**src/rtl/serv_mtimer.sv**
```systemverilog
// RISC-V machine timer: 64-bit mtime/mtimecmp on a 32-bit Wishbone classic slave, registered mtip level.
// Optional tick prescaler (ctrl.DIV) is built only when SERV_MTIMER_PRESCALER_EN is defined.
module serv_mtimer #(
    parameter int PRESCALE_W = 8
) (
    input  logic        i_clk,
    input  logic        i_rst_n,
    input  logic        i_wb_cyc,
    input  logic        i_wb_we,
    input  logic [2:0]  i_wb_adr,
    input  logic [31:0] i_wb_dat,
    input  logic [3:0]  i_wb_sel,
    output logic [31:0] o_wb_dat,
    output logic        o_wb_ack,
    output logic        o_mtip
);

    localparam logic [31:0] DIV_FIELD = 32'(((64'd1 << PRESCALE_W) - 64'd1) << 8);

    logic [63:0] mtime_reg, mtime_next;
    logic [63:0] mtimecmp_reg, mtimecmp_next;
    logic [31:0] shadow_reg;
    logic [31:0] rdata_next;
    logic [31:0] ctrl_rdata;
    logic [31:0] sel_mask;
    logic        en_reg, en_next;
    logic        tick;
    logic        wb_req, wb_wr, wb_rd;

    // A request is accepted only on the edge that raises ack.
    assign wb_req = i_wb_cyc & ~o_wb_ack;
    assign wb_wr  = wb_req & i_wb_we;
    assign wb_rd  = wb_req & ~i_wb_we;

    generate
        for (genvar gi = 0; gi < 4; gi++) begin : g_sel
            assign sel_mask[gi*8 +: 8] = {8{i_wb_sel[gi]}};
        end
    endgenerate

    // A write to either mtime half replaces the increment for that cycle.
    always_comb begin
        mtime_next    = mtime_reg + 64'(tick);
        mtimecmp_next = mtimecmp_reg;
        en_next       = en_reg;
        if (wb_wr) begin
            case (i_wb_adr)
                3'd0: mtime_next = {mtime_reg[63:32],
                                    (mtime_reg[31:0] & ~sel_mask) | (i_wb_dat & sel_mask)};
                3'd1: mtime_next = {(mtime_reg[63:32] & ~sel_mask) | (i_wb_dat & sel_mask),
                                    mtime_reg[31:0]};
                3'd2: mtimecmp_next = {mtimecmp_reg[63:32],
                                       (mtimecmp_reg[31:0] & ~sel_mask) | (i_wb_dat & sel_mask)};
                3'd3: mtimecmp_next = {(mtimecmp_reg[63:32] & ~sel_mask) | (i_wb_dat & sel_mask),
                                       mtimecmp_reg[31:0]};
                3'd4: if (i_wb_sel[0]) en_next = i_wb_dat[0];
                default: ;
            endcase
        end
    end

    always_comb begin
        rdata_next = '0;
        case (i_wb_adr)
            3'd0:    rdata_next = mtime_reg[31:0];
            3'd1:    rdata_next = shadow_reg;
            3'd2:    rdata_next = mtimecmp_reg[31:0];
            3'd3:    rdata_next = mtimecmp_reg[63:32];
            3'd4:    rdata_next = ctrl_rdata;
            default: rdata_next = '0;
        endcase
    end

`ifdef SERV_MTIMER_PRESCALER_EN
    logic [PRESCALE_W-1:0] div_reg, div_next;
    logic [PRESCALE_W-1:0] presc_reg, presc_next;
    logic [PRESCALE_W-1:0] div_sel;
    logic                  div_wr;

    assign div_sel  = sel_mask[8 +: PRESCALE_W];
    assign div_wr   = wb_wr && (i_wb_adr == 3'd4) && (|div_sel);
    assign div_next = div_wr ? ((div_reg & ~div_sel) | (i_wb_dat[8 +: PRESCALE_W] & div_sel))
                             : div_reg;
    assign tick     = en_reg && (presc_reg == div_reg);
    assign ctrl_rdata = ({31'd0, en_reg} | (32'(div_reg) << 8)) & (DIV_FIELD | 32'd1);

    always_comb begin
        presc_next = presc_reg;
        if (div_wr || tick) begin
            presc_next = '0;
        end else if (en_reg) begin
            presc_next = presc_reg + 1'b1;
        end
    end

    always_ff @(posedge i_clk or negedge i_rst_n) begin
        if (!i_rst_n) begin
            div_reg   <= '0;
            presc_reg <= '0;
        end else begin
            div_reg   <= div_next;
            presc_reg <= presc_next;
        end
    end
`else
    assign tick       = en_reg;
    assign ctrl_rdata = {31'd0, en_reg} & ~DIV_FIELD;
`endif

    always_ff @(posedge i_clk or negedge i_rst_n) begin
        if (!i_rst_n) begin
            mtime_reg    <= '0;
            mtimecmp_reg <= '1;
            shadow_reg   <= '0;
            en_reg       <= 1'b1;
            o_wb_ack     <= 1'b0;
            o_wb_dat     <= '0;
            o_mtip       <= 1'b0;
        end else begin
            mtime_reg    <= mtime_next;
            mtimecmp_reg <= mtimecmp_next;
            en_reg       <= en_next;
            o_wb_ack     <= i_wb_cyc & ~o_wb_ack;
            o_mtip       <= (mtime_reg >= mtimecmp_reg);
            if (wb_rd) begin
                o_wb_dat <= rdata_next;
                // Latch the high half so a following hi read is coherent with this lo read.
                if (i_wb_adr == 3'd0) shadow_reg <= mtime_reg[63:32];
            end
        end
    end

endmodule

```
**config.mk**
```make
export PLATFORM = sky130hd
export DESIGN_NAME = serv_mtimer
export DESIGN_NICKNAME = d
export VERILOG_FILES = /design/src/rtl/serv_mtimer.sv
export SDC_FILE = /design/constraint.sdc
export NUM_CORES = 1
export LEC_CHECK = 0
export BUFFER_PORTS_ARGS = -buffer_cell sky130_fd_sc_hd__buf_4
export CAP_MARGIN = 25
export CORE_ASPECT_RATIO = 2
export CORE_MARGIN = 3
export CORE_UTILIZATION = 25
export CTS_CLUSTER_DIAMETER = 50
export CTS_CLUSTER_SIZE = 14
export DETAILED_ROUTE_END_ITERATION = 7
export SLEW_MARGIN = 20
export SYNTH_ARGS = -nofsm -noshare
export SYNTH_HDL_FRONTEND = slang
export SYNTH_SLANG_ARGS = --single-unit
```
**constraint.sdc**
```tcl
create_clock -name i_clk -period 2.17 [get_ports i_clk]
set_input_delay 0.1085 -clock i_clk [delete_from_list [all_inputs] [get_ports i_clk]]
set_output_delay 0.1085 -clock i_clk [all_outputs]
set_load 0.005 [all_outputs]
```
======== After elaboration in Yosys (flattened, before gate mapping) ========
Index checks and enable logic that the tools add are counted.
operators by class
  add/subtract/negate cells ............... 1
  order comparisons ....................... 1
  equality and inequality tests ........... 6
  multiplexer cells ....................... 4
  bitwise logic cells ..................... 17
  reduce and logical (&&, ||, !) cells .... 5
operators with widths
  kind                                           count
  one-hot mux 64 bit (2 select lines)            2
  AND 32 bit                                     5
  one-hot mux 32 bit (5 select lines)            1
  OR 32 bit                                      4
  adder 64 x 1 -> 64 bit                         1
  >= comparator 64 bit                           1
  two-way mux 64 bit                             1
  inverter 32 bit                                1
  AND reduction 3 bit                            3
  == test 3 x 2 -> 1 bit, second input constant  2
  inequality test 2 bit, second input constant   2
  inverter 1 bit                                 4
  AND 1 bit                                      3
  == test 3 x 1 -> 1 bit, second input constant  1
  == test 3 bit, second input constant           1
  zero test 3 bit                                1
  AND reduction 2 bit                            1
storage, ports and cells
  register bits ........................... 195
  input port bits ......................... 43
  output and inout bits ................... 34
  logic and storage cells ................. 43

======== Depth between registers and ports, before layout ========
Gate-level depths: netlist (run 1).
  depth after elaboration ................. 5
  mapped depth ............................ 9
  mapped depth without buffers ............ 8

======== Worst setup path after synthesis (run 1) ========
No wires, ideal clock.
  path type ............................... flip-flop to flip-flop
  from .................................... register en_reg
  to ...................................... register mtime_reg[22]
  library setup time ...................... 126 ps
  arrival ................................. 2105 ps
  required time ........................... 2044 ps
  slack ................................... -61 ps
  cell stages (with the launch flop) ...... 9
  path buffers ............................ 0
  clock period less this slack ............ 2231 ps
  path through ............................ dfstp_2 > ha_1 > ha_1 > and2_1 > nand2_1 > nor3_1 > and3_1 > o21ai_0 > a221o_1
on the way
  longest elaborated chain between the ends .. 3
ends and longest elaborated chain
  item                                 RTL line  source
  start: declaration                   26        logic en_reg, en_next;
  start signal: assignment             122       en_reg <= en_next;
  adder 64 x 1 -> 64 bit *             43        mtime_next = mtime_reg + 64'(tick);
  one-hot mux 64 bit (2 select lines)  47        case (i_wb_adr)
  two-way mux 64 bit *                 46        if (wb_wr) begin
  end signal: assignment               120       mtime_reg <= mtime_next;
  end: declaration                     20        logic [63:0] mtime_reg, mtime_next;
Every way passes the cells marked *; elsewhere a longest branch is shown, timed or not.
A chain may end at the register's enable or synchronous reset.

======== Worst setup path after layout (run 1) ========
  from .................................... register mtime_reg[11]
  to ...................................... register mtime_reg[41]
on the way
  longest elaborated chain between the ends .. 3
ends and longest elaborated chain
  item                                 RTL line
  adder 64 x 1 -> 64 bit *             43
  one-hot mux 64 bit (2 select lines)  47
  two-way mux 64 bit *                 46
Marked as above.

==> qor.yml, run 1 <==
run_status:
  status: "finished, violations left"
  violations: "setup timing"
sta:
  whs_ns: 0.0837
  fin_setup_tns_ns: -0.987
  setup_ws_ns: -0.159
  fin_crit_sh_pct: 107
  slew_violations: 0
  tightest_slew_ns: 0.685
  slew_headroom_pct: 54.3
  clock.fmax_mhz: 429
  finalHoldViolCount: 0
  skew_ns: 0.0121
  rsz0062_at_grt: "true"
  finalCriticalPeriod_ns: 2.33
  finalSetupViolCount: 13
global_routing:
  grtUsageTotal_pct: 17.6
  grt_pass1_wl_mm: 67.6
  met3_usage_pct: 2.72
  use_met1_pct: 16.4
  antenna_found_initial: 0
  grt_max_degree: 57
  first_global_vias: 11600
  grt_overflow_total: 0
  busiest_layer: "met2"
  use_met2_pct: 33.5
pwr:
  p_clk_share_pct: 26.8
  p_total_mw: 13.6
  intPower_mw: 8.90
  seqPwrFrac_pct: 38.3
  comb_power_share_pct: 34.9
  vdd_drop_max_mv: 0.456
  p_sw_share_pct: 34.5
  powerDensity_nw_per_um2: 859
  p_leak_nw: 6.89
  power_switching_mw: 4.70
placement:
  gp_congestion: 0.967
  port_buffers: 76
  dpl_cell_area_um2: 14200
  hpwlAfterDp_mm: 33.3
clocking:
  cts_tree: "yes"
  clockRootBuffer: "clkbuf_16"
  clockBufferDepth: 2
  clkLatencyLatePin_ns: 0.46
  cts_buffers: 17
  htree_levels: 4
  cts.reportedPaths.clkPinSlew_ns: 0.08
  cts.sinks: 195
synth:
  synthesis.instances: 1215
  syn_area_um2: 11800
  synth_mux_area_share_pct: 11.5
  synth_compound_area_share_pct: 19.6
  synth_top_area_share_pct: 27.6
  synthFlopType: "dfrtp_1"
  synthSimpleGateAreaFrac_pct: 14.6
  synthAdderAreaFrac_pct: 7.01
  ys_seq_area_share_pct: 42.1
  ys_types: 72
  async_flop_share_pct: 100
  synth_edf_count: 0
  ys_ff_latch: 195
  yosysTopAreaCell: "dfrtp_1"
  ys_warn_count: 0
  synth_xor_area_share_pct: 0.223
  synth.avg_cell_area_um2: 9.70
  synth_top_family_by_area: "compound AO/OA/AOI/OAI gates"
  yosys-top-cells-area: "dfrtp_1 (28%), dfstp_2 (14%), mux2_2 (8.8%), ha_1 (7.0%), o21ai_0 (4.2%)"
  syn-num-nets: 1324
detailed_routing:
  routed-via-count: 11200
  drtPass1Iterations: 8
  route.detailed.drc: 0
  ant_nets: 0
  drt-total-wl_mm: 45.2
  vias_per_cell: 5.35
  drt-initial-drc-count: 679
  wire_per_inst_um: 21.6
cells_and_area:
  multi_input_area_um2: 6690
  diodes: 0
  fin_util_pct: 34.2
  nets: 1561
  syn_to_final_growth_pct: 34.3
  drive_gt1_share_pct: 36.6
  final_common_cell: "buf_4"
  seq_area_um2: 4960
  layout_common_cells: "buf_4 (240), dfrtp_1 (128), nand2_1 (101)"
  fill_cells: 4651
  fin_area_um2: 15800
worst_setup_path:
  crit_required_ns: 2.52
  path_buf_inv: 2
  path_class: "reg -> reg"
  critPathSlowestCell: "or4_4"
  cp_top_family: "simple AND/OR/NAND/NOR gates"
  startpoint_type: "flop"
  critical_path.max_stage_delay_ns: 0.65
  cp_data_arrival_time_ns: 2.68
  crit_chain: "nand4_2 -> or4_4 -> nor4_4 -> buf_6 -> and2b_1 -> buf_4 -> a32oi_1 -> o21a_1"
  path_max_fanout: 6
  critPathCaptureType: "flop"
floorplan:
  initial_utilization_pct: 25.5
  die_area_um2: 49900
  coreArea_um2: 46200
  die_h_um: 313
  die_w_um: 160
  io_pins: 77
  rows: 111
job:
  drv_cap: 0
min_path:
  hp-class: "in -> reg"
## cell type report
cell class | instances | area share, %
multi-input combinational | 865 | 42.3
sequential | 195 | 31.4
timing repair buffer | 294 | 15.4
tap | 621 | 4.91
clock buffer | 18 | 2.77
inverter | 79 | 1.87
clock inverter | 14 | 1.41
## Yosys cell counts (all sizes together) (30+ instances only)
master and count:
dfrtp 130, nand2 107, o21ai 100, mux2 92, inv 79, clkbuf 68, ha 66, dfstp 65
a21oi 62, nor2 60, nand3 36, a221oi 34, a22o 31, mux2i 30
## cells by family after synthesis
family	after synthesis
compound gates	337
xor+xnor	3
fa+ha+maj	66
buf+inv	155
flops	195
mux	123
simple gates	336
## routing by layer
layer  up-vias  part of all wire [%]
li1       5005                     -
met1      5506                    33
met2       457                    54
met3       185                   5.0
met4         0                   8.7
met5         -                     0
## power groups by stage
stage / clock (mW) / combinational, mW / sequential [mW]
4_1_cts: 3.71 / 4.64 / 5.20
6_report: 3.64 / 4.74 / 5.21
5_1_grt: 3.85 / 5.18 / 5.31
2_1_floorplan: 0 / 2.20 / 5.21
3_3_place_gp: 0 / 4.30 / 5.22
3_5_place_dp: 0 / 4.40 / 5.26
## tightest hold or removal path, delay by kind of cell
| family | cells | cell delay, ns |
|---|---|---|
| compound gates | 2 | 0.24 |
| buf+inv | 1 | 0.15 |
## path summary, 6_finish.rpt
path,start,endpoint,slack (ns),cells after the start
setup reg to reg,mtime_reg[11],mtime_reg[41],-0.16,8
min in group asynchronous,i_rst_n,shadow_reg[26],0.20,2
hold reg to reg,o_wb_dat[26],o_wb_dat[26],0.48,2
max in group asynchronous,i_rst_n,mtimecmp_reg[61],1.21,3
hold / removal,i_wb_adr[2],o_wb_dat[0],0.08,3
setup / recovery,mtime_reg[11],mtime_reg[41],-0.16,8
## stage by stage
step	std cells	worst slack, ns
floorplan	1215	0.00231
global placement	1998	-0.582
detailed placement	1998	-0.554
CTS	2079	-0.0631
global route	2086	-0.195
finish	2086	-0.159
## what timing repair did
item | 4_1_cts | 5_1_grt
cloned | 0 | 0
pin swaps | 29 | 31
setup endpoints to repair | 36 | 36
resized for setup | 46 | 57
buffers inserted | 15 | 10
endpoints found under the hold margin | 125 | 0
hold buffers | 34 | 0
(Power assumes the default switching activity.)
==> run 2: changes to the inputs <==
- clock period: 2.17 -> 2.51 ns (I/O delays scaled with it)
==> run 2 against run 1 <==
- the run still ends with setup timing left
- clock skew about the same
- worst hold slack better by 0.020 ns
- die area is the same
- critical path type unchanged
- largest power group unchanged
==> qor.yml, run 2 (same netlist as run 1, synthesis figures left out) <==
sta:
  clock.fmax_mhz: 393  # -8.4%
  finalCriticalPeriod_ns: 2.54  # +0.213 ns
  slew_headroom_pct: 51.9  # -2.4 points
  finalHoldViolCount: 0  # unchanged
  slew_violations: 0  # unchanged
  fin_crit_sh_pct: 101  # -6.0 points
  tightest_slew_ns: 0.712  # +0.0271 ns
  finalSetupViolCount: 1  # -12
  rsz0062_at_grt: "true"
  setup_ws_ns: -0.0326  # +0.127 ns
  skew_ns: 0.0117  # -0.000385 ns
floorplan:
  rows: 111  # unchanged
  die_area_um2: 49900  # unchanged
  die_h_um: 313  # unchanged
  die_w_um: 160  # unchanged
  coreArea_um2: 46200  # unchanged
  io_pins: 77  # unchanged
  initial_utilization_pct: 25.5  # unchanged
placement:
  placed_cells: 1938  # -3.0%
  hpwlAfterDp_mm: 32.5  # -2.5%
  gp_congestion: 0.964  # -0.39%
  port_buffers: 76  # unchanged
pwr:
  p_leak_nw: 6.29  # -8.7%
  vdd_drop_max_mv: 0.490  # +7.3%
  powerDensity_nw_per_um2: 740  # -14%
detailed_routing:
  route.detailed.drc: 0  # unchanged
  routed-via-count: 10800  # -3.5%
  drt-initial-drc-count: 737  # +8.5%
  wire_per_inst_um: 21.8  # +0.68%
  drt-total-wl_mm: 43.7  # -3.3%
  ant_nets: 0  # unchanged
  vias_per_cell: 5.37  # +0.44%
  drtPass1Iterations: 8  # unchanged
clocking:
  clockRootBuffer: "clkbuf_16"
  cts.reportedPaths.clkPinSlew_ns: 0.07  # about the same
  clockBufferDepth: 2  # unchanged
  htree_levels: 4  # unchanged
  clkLatencyLatePin_ns: 0.46  # about the same
  cts.sinks: 195  # unchanged
  cts_tree: "yes"
  cts_post_setup_buffers_inserted: 0  # -15
  cts_buffers: 17  # unchanged
worst_setup_path:
  crit_required_ns: 2.82  # +0.30 ns
  rrSetupSlack_ns: -0.03  # +0.13 ns
  cp_data_arrival_time_ns: 2.86  # +0.18 ns
  critPathCaptureType: "flop"
  path_class: "reg -> reg"
  startpoint_type: "flop"
  path_max_fanout: 3  # -3
global_routing:
  grtUsageTotal_pct: 17.4  # -0.21 points
  grt_overflow_total: 0  # unchanged
  grt_max_degree: 77  # +35%
  first_global_vias: 11200  # -3.7%
  grt_pass1_wl_mm: 66.4  # -1.8%
  antenna_found_initial: 0  # unchanged
job:
  drv_cap: 0  # unchanged
cells_and_area:
  final_common_cell: "buf_4"
  fin_util_pct: 31.8  # -2.4 points
  diodes: 0  # unchanged
  syn_to_final_growth_pct: 24.8
  nets: 1479  # -5.3%
  layout.cells.non_filler: 2004  # -3.9%
  drive_gt1_share_pct: 28.7  # -7.9 points
  layout_common_cells: "buf_4 (171), dfrtp_1 (130), nand2_1 (106)"
min_path:
  hp-class: "in -> reg"
run_status:
  status: "finished, violations left"
  violations: "setup timing"
-- run 2: per-stage QoR --
stage / instance area, um2 / setup TNS [ns] / power, mW / hold WS, ns / worst slack [ns]
3_5_place_dp: 13700 / -0.337 / 8.05 / 0.220 / -0.241
5_1_grt: 14700 / -0.0508 / 11.5 / 0.103 / -0.0508
3_3_place_gp: 13700 / -0.243 / 7.95 / 0.211 / -0.218
6_report: 14700 / -0.0326 / 10.9 / 0.103 / -0.0326
2_1_floorplan: 11800 / 0 / 6.39 / -0.170 / 0.279
4_1_cts: 14600 / -0.0653 / 10.9 / 0.0761 / -0.0653
-- run 2: where the power goes --
group / internal, mW / switching, mW
Combinational: 1.63 / 1.93
Sequential: 3.94 / 0.637
Clock: 1.48 / 1.26
-- run 2: area by class of cell --
class,instances,area [um2]
fillers,4707,31500
multi-input cells,865,6350
flip-flops and latches,195,4960
repair buffers,212,1750
well taps,621,777
clock buffers,24,492
inverters,79,297
clock inverters,8,78.8
-- run 2: routing by layer --
metal | GRT usage (%) | vias to the layer above | wire (um)
met4 | 14.6 | 0 | 4020
met5 | 0 | - | 0
met3 | 2.83 | 170 | 1960
met2 | 32.2 | 422 | 23300
met1 | 16.6 | 5318 | 14400
li1 | - | 4852 | -
-- run 2: worst max-delay path, stage by stage, from the launching register on --
cell	delay, ns
dfstp_2	0.54
inv_1	0.07
ha_4	0.21
a21o_1	0.17
a221o_1	0.39
a221oi_4	0.35
o211ai_1	0.26
a32oi_1	0.25
o211ai_1	0.14
-- run 2: worst paths after layout --
check                      cells past startpoint                to              from
min reg2reg                                    2      o_wb_dat[24]      o_wb_dat[24]
max in group asynchronous                      3  mtimecmp_reg[24]           i_rst_n
min in group asynchronous                      2       o_wb_dat[5]           i_rst_n
max                                            8            o_mtip  mtimecmp_reg[18]
min                                            3       o_wb_dat[0]       i_wb_adr[2]
max reg2reg                                    8            o_mtip  mtimecmp_reg[18]
-- run 2: repair_timing --
action / in CTS / in global routing
pin swaps: 0 / 6
gates cloned: 0 / 0
setup endpoints to repair: 3 / 11
endpoints found under the hold margin: 133 / 0
gates resized for setup: 4 / 12
hold buffers: 34 / 0
